$ cat src/rtl/mult_iter_64.sv
// Iterative radix-2 shift-add multiplier for MUL/SMULH/UMULH.
// Works on operand magnitudes, then applies the sign once at the end.
module mult_iter_64 #(
  parameter int WIDTH = 64,
  parameter int CNT_W = 6
) (
  input  logic             clk,
  input  logic             reset,
  input  logic             start,
  input  logic             is_signed,
  input  logic [WIDTH-1:0] opA,
  input  logic [WIDTH-1:0] opB,
  output logic             busy,
  output logic             done,
  output logic [WIDTH-1:0] prodLo,
  output logic [WIDTH-1:0] prodHi
);

  typedef enum logic [1:0] {IDLE, RUN, FIX} state_t;

  state_t           state;
  logic [CNT_W-1:0] cnt;
  logic [WIDTH-1:0] mcand;
  logic [WIDTH-1:0] acc_hi;
  logic [WIDTH-1:0] mplier;   // multiplier; low product half shifts in from the top
  logic             neg;

  logic [WIDTH-1:0]   mag_a, mag_b;
  logic [WIDTH:0]     sum;
  logic [2*WIDTH-1:0] acc, acc_fix;

  // Most-negative operand negates to itself, which read unsigned is 2^(WIDTH-1).
  assign mag_a   = (is_signed && opA[WIDTH-1]) ? -opA : opA;
  assign mag_b   = (is_signed && opB[WIDTH-1]) ? -opB : opB;
  assign sum     = {1'b0, acc_hi} + (mplier[0] ? {1'b0, mcand} : {(WIDTH+1){1'b0}});
  assign acc     = {acc_hi, mplier};
  assign acc_fix = neg ? -acc : acc;

  always_ff @(posedge clk) begin
    if (!reset) begin
      state  <= IDLE;
      cnt    <= '0;
      mcand  <= '0;
      acc_hi <= '0;
      mplier <= '0;
      neg    <= 1'b0;
      busy   <= 1'b0;
      done   <= 1'b0;
      prodLo <= '0;
      prodHi <= '0;
    end else begin
      done <= 1'b0;
      case (state)
        IDLE: begin
          if (start) begin
            mcand  <= mag_a;
            mplier <= mag_b;
            acc_hi <= '0;
            neg    <= is_signed & (opA[WIDTH-1] ^ opB[WIDTH-1]);
            cnt    <= '0;
            busy   <= 1'b1;
            state  <= RUN;
          end
        end
        RUN: begin
          // Carry out of the add becomes the new top bit after the shift.
          acc_hi <= sum[WIDTH:1];
          mplier <= {sum[0], mplier[WIDTH-1:1]};
          cnt    <= cnt + 1'b1;
          if (cnt == CNT_W'(WIDTH-1)) state <= FIX;
        end
        FIX: begin
          {prodHi, prodLo} <= acc_fix;
          done  <= 1'b1;
          busy  <= 1'b0;
          state <= IDLE;
        end
        default: begin
          state <= IDLE;
          busy  <= 1'b0;
        end
      endcase
    end
  end

endmodule
$ cat config.mk
export PLATFORM = sky130hd
export DESIGN_NAME = mult_iter_64
export DESIGN_NICKNAME = d
export VERILOG_FILES = /design/src/rtl/mult_iter_64.sv
export SDC_FILE = /design/constraint.sdc
export NUM_CORES = 1
export LEC_CHECK = 0
export ABC_AREA = 1
export BUFFER_PORTS_ARGS = -buffer_cell sky130_fd_sc_hd__buf_4
export CORE_MARGIN = 2
export CORE_UTILIZATION = 30
export CTS_BUF_LIST = sky130_fd_sc_hd__clkbuf_8
export DETAILED_ROUTE_END_ITERATION = 8
export PLACE_DENSITY_LB_ADDON = 0.1
export SLEW_MARGIN = 20
export SYNTH_ARGS = -nofsm -noshare
export SYNTH_HDL_FRONTEND = slang
export SYNTH_SLANG_ARGS = --single-unit
$ cat constraint.sdc
create_clock -name clk -period 3.3 [get_ports clk]
set_clock_uncertainty 0.2 [all_clocks]
set_input_delay 0.165 -clock clk [delete_from_list [all_inputs] [get_ports clk]]
set_output_delay 0.165 -clock clk [all_outputs]
set_load 0.02 [all_outputs]
* Word-level counts from Yosys, hierarchy flattened
Index checks and enable logic that the tools add are counted.
** Operators by class
- $add $sub $neg :: 5
- Eq/ne operators :: 5
- Multiplexer cells :: 16
- Bitwise gates (word level) :: 3
- Reductions and logical operators :: 8
** Operators by type and width (number)
- 64-bit 2-to-1 mux :: 5
- 64-bit one-hot mux with 2 select lines :: 2
- 128-bit 2-to-1 mux :: 1
- 128-bit negation :: 1
- 64-bit negation :: 2
- 64-bit by 64-bit adder with 65-bit output :: 1
- 6-bit one-hot mux with 2 select lines :: 1
- 2-bit AND reduction :: 4
- 6-bit by 1-bit adder with 6-bit output (second input constant) :: 1
- 6-bit equality test (second input constant) :: 1
- 6-bit 2-to-1 mux :: 1
- 2-bit 2-to-1 mux :: 2
- 2-bit != test (second input constant) :: 2
- 2-bit one-hot mux with 2 select lines :: 1
- 2-bit by 1-bit equality test with 1-bit output (second input constant) :: 1
- 2-bit equality test (second input constant) :: 1
- 1-bit logical AND :: 2
- 2-bit zero test :: 1
- 1-bit 2-to-1 mux :: 2
- 1-bit one-hot mux with 2 select lines :: 1
- 2-bit nonzero test :: 1
- 1-bit AND :: 1
- 1-bit inverter :: 1
- 1-bit bitwise XOR :: 1
** Storage, ports and cells
- Flip-flop bits (word level) :: 331
- Bits of input ports :: 132
- Word-level logic and storage cells :: 47

* Logic depth before layout (Yosys ltp)
- Depth in word-level cells :: 4
- Depth in mapped cells :: 19

* Worst setup path before layout
OpenSTA, ideal clock, no wires.
- Kind :: flip-flop to flip-flop
- Start point :: register mplier[0]
- End point :: register acc_hi[47]
- Library setup time :: 0.132 ns
- Arrival time :: 2.503 ns
- Setup slack :: 0.465 ns
- Stages on the path, launching flop included :: 20
- Path buffers :: 2
- Cell sequence :: dfxtp_1 > clkbuf_1 > buf_1 > nand2_1 > inv_1 > ha_1 > inv_1 > fa_1 > inv_1 > nand3_1 > nand2_1 > nand2_1 > nand2_1 > nand2_1 > nand2_1 > nand3_1 > nand3_1 > nand2_1 > nand3_1 > a21oi_1
** Between the ends
- Longest elaborated chain between the ends :: 3
** Ends and longest elaborated chain
- start: declaration :: line 25 : logic [WIDTH-1:0] mplier;
- start signal: assignment :: line 57 : mplier <= mag_b;
- start signal: assignment :: line 68 : mplier <= {sum[0], mplier[WIDTH-1:1]};
- 64-bit 2-to-1 mux :: line 35 : assign sum = {1'b0, acc_hi} + (mplier[0] ? {1'b0, mcand} : {(WIDTH+1){1'b0}});
- 64-bit by 64-bit adder with 65-bit output :: line 35
- 64-bit one-hot mux with 2 select lines :: line 53 : case (state)
- end signal: assignment :: line 67 : acc_hi <= sum[WIDTH:1];
- end: declaration :: line 24 : logic [WIDTH-1:0] acc_hi;
No other way between the ends.
A chain may end at the register's enable or synchronous reset.

* Worst setup path in the final report
- Start point :: input port opB[0]
- End point :: register mplier[32]
** Between the ends
- Longest elaborated chain between the ends :: 4
** Ends and longest elaborated chain
- start: declaration :: line 12 : input logic [WIDTH-1:0] opB,
- 64-bit negation :: line 34 : assign mag_b = (is_signed && opB[WIDTH-1]) ? -opB : opB;
- 64-bit 2-to-1 mux :: line 34
- 64-bit 2-to-1 mux :: line 55 : if (start) begin
- 64-bit one-hot mux with 2 select lines :: line 53
No other way between the ends. The select of a mux whose other input is x is not followed.

==> flow_metrics.tcl <==
set metrics [dict create \
    status "complete, no violations" \
    rsz0062_at_grt "true" \
    synth_adder_area_share 0.0316 \
    whs_endpoint "mcand[59]$_SDFFE_PN0P_" \
    cts_buffers 67 \
    slew_violations 0 \
    synthSimpleGateAreaFrac 0.426 \
    area_delta_synth_final_pct 25.1 \
    via_count 33456 \
    fin_crit_ps 3130 \
    synth_compound_area_frac 0.138 \
    placed_cells_incl_taps 6394 \
    r2r_cells 13 \
    clock_latency_ps 690 \
    synth_mux_area_frac 0 \
    power.net_switching_w 0.00430 \
    synth_top_family_by_area "simple AND/OR/NAND/NOR gates" \
    routedWlPerCell_um 21.2 \
    clockRootBuffer "clkbuf_8" \
    yosysTopAreaCell "dfxtp_1" \
    dominantRegCellSynth "dfxtp_1" \
    pwr-share-clk 0.379 \
    fin_util 0.377 \
    critPathArrivalTime_ps 3540 \
    place_congestion 0.986 \
    yosysSeqAreaShare 0.241 \
    tightest_slew_ps 851 \
    fin_area_mm2 0.0345 \
    max-clock-path-buffers 3 \
    critPathRequiredTime_ps 3710 \
    timing.rr.end "acc_hi[23]$_SDFFE_PN0P_" \
    num_rows 111 \
    p_comb_frac 0.253 \
    antenna_found_initial 2 \
    drtIter0Drc 2992 \
    swShare 0.364 \
    routed_via_density 5.01 \
    finalSetupViolCount 0 \
    synth_area_per_cell_um2 5.51 \
    fmax_mhz 320 \
    p_seq_frac 0.368 \
    yosysWarnings 0 \
    finalWirelength_mm 141 \
    relSlewSlack 0.432 \
    synth_common_cells "1494 x nand2_1, 836 x inv_1, 738 x nor2_1" \
    reg2reg_from "mplier[0]$_SDFFE_PN0P_" \
    dr.pass1.iters 6 \
    ys_ff_latch 331 \
    netlist_top_cells_area "dfxtp_1 24%, nand2_1 20%, inv_1 11%" \
    dp.final_hpwl_mm 115 \
    worstHoldPathCells 7 \
    placed_area_mm2 0.0313 \
    grt_max_degree 159 \
    drive_gt1_frac 0.0957 \
    synthArstFlopShare 0 \
    num_io_pins 262 \
    netlist_area_mm2 0.0275 \
    remaining_drc_errors 0 \
    hold_path_class "in -> reg" \
    synth-edff-count 0 \
    hp-start "is_signed" \
    h-tree-depth 3 \
    cts_tree "yes" \
    dieHeight_um 307 \
    p_int_w 0.00753 \
    setup_tns_ps 0 \
    path_class "in -> reg" \
    hold_viol_final 0 \
    synth_cell_type_count 52 \
    cp_max_fo 4 \
    die_w_um 307 \
    post-route-period-util 0.948 \
    grt_pass1_wl_mm 207 \
    ant_nets 0 \
    cp-start-kind "input port" \
    grt-ovfl-total 0 \
    clk_pin_slew_ps 60 \
    grt_pass1_vias 31700 \
    worst_ir_drop_vdd_mv 0.250 \
    synth_xor_xnor_area_share 0.0280 \
    power_density_mw_per_mm2 343 \
    die_area_mm2 0.0943 \
    finalNonFillerCells 6683 \
    synth_top_area_share 0.241 \
    synth_nets 5196 \
    syn-instance-count 4995 \
    port_buffers 261 \
    cts_sinks 331 \
    end_kind "register" \
    yosysMostFrequentCell "nand2_1" \
    max-cap-violations 0 \
    fin_nets 5654 \
    p_leak_nw 17.8 \
    initial_core_util 0.301 \
    core-area_mm2 0.0914 \
    reg2reg_setup_slack_ps 180 \
    track_usage 0.294 \
]
## power groups by stage
| stage | sequential (W) | clock (W) | combinational (W) |
|---|---|---|---|
| finish | 0.00436 | 0.00448 | 0.00300 |
| global route | 0.00437 | 0.00478 | 0.00326 |
| CTS | 0.00436 | 0.00461 | 0.00296 |
| detailed placement | 0.00444 | 0 | 0.00277 |
| global placement | 0.00445 | 0 | 0.00277 |
| floorplan | 0.00433 | 0 | 0.00168 |
## metal layers
metal  up-vias  share of wire  global-route usage
li1      16705              -                   -
met1     15462           0.46               0.404
met2      1103           0.45               0.477
met3       186          0.060              0.0399
met4         0          0.031              0.0872
met5         -              0                   0
## timing repair
action,in CTS,in global routing
resized for setup,0,11
setup endpoints to repair,0,8
setup buffers,0,0
hold endpoints to repair,183,0
hold buffers,176,0
## state kept, by name, indices dropped and copies added, names as in the netlist, 2 cells and up
name,flops
acc_hi,64
mcand,64
mplier,64
prodHi,64
prodLo,64
cnt,6
state,2
## final cells by class
cell class                 instances  area, um2
multi-input combinational       3675      17200
fill                           10404      56900
antenna                            1       2.50
inverter                         840       3160
clock inverter                    33        245
timing repair buffer             538       4600
sequential                       331       6630
tap                             1186       1480
clock buffer                      79       1090
## layout by cell type (no fill, tap or decap), types with 42 or more instances in the layout
| master | count |
|---|---|
| ha_1 | 67 |
| nand2_1 | 1494 |
| o21ai_0 | 226 |
| dfxtp_1 | 329 |
| nor2_1 | 732 |
| xor2_1 | 80 |
| a22oi_1 | 42 |
| buf_4 | 352 |
| a21oi_1 | 298 |
| inv_1 | 855 |
| clkbuf_8 | 79 |
| dlygate4sd3_1 | 176 |
| nand3_1 | 358 |
| nand4_1 | 131 |
## worst max-delay path: stages
cell	delay (ps)
dlygate4sd3_1	550
buf_4	170
inv_1	70
ha_1	180
nand3_1	150
nor2_2	190
nand2_1	130
nor2_1	210
nand3_1	100
nand2_1	130
o21ai_0	100
nand2_1	70
dlygate4sd3_1	540
nand3_1	70
dlygate4sd3_1	600
a21oi_1	120
## how the worst max path moves through the flow
stage | start | to | slack [ps] | cells past startpoint
detailed placement | mplier[0]$_SDFFE_PN0P_ | acc_hi[23]$_SDFFE_PN0P_ | 150 | 13
CTS | opA[0] | mcand[44]$_SDFFE_PN0P_ | 20 | 16
global placement | mplier[0]$_SDFFE_PN0P_ | acc_hi[23]$_SDFFE_PN0P_ | 40 | 13
floorplan | mplier[0]$_SDFFE_PN0P_ | acc_hi[47]$_SDFFE_PN0P_ | 460 | 19
finish | opB[0] | mplier[32]$_SDFFE_PN0P_ | 170 | 16
global route | opA[0] | mcand[44]$_SDFFE_PN0P_ | -10 | 16
## cell families (layout without fill, tap and decap cells)
family | count (synthesis) | in the layout
simple gates | 2833 | 2833
buf+inv | 989 | 1490
compound gates | 685 | 685
flops | 331 | 331
xor+xnor | 88 | 88
fa+ha+maj | 69 | 69
other cells | 0 | 1
## per-stage QoR
stage	setup WS [ps]	total power, W	hold WS (ps)
floorplan	465	0.00600	112
global placement	37.6	0.00722	257
detailed placement	150	0.00721	275
CTS	20.5	0.0119	7.62
global route	-9.85	0.0124	61.1
finish	172	0.0118	50.7
Power figures use the tool's default switching activity.
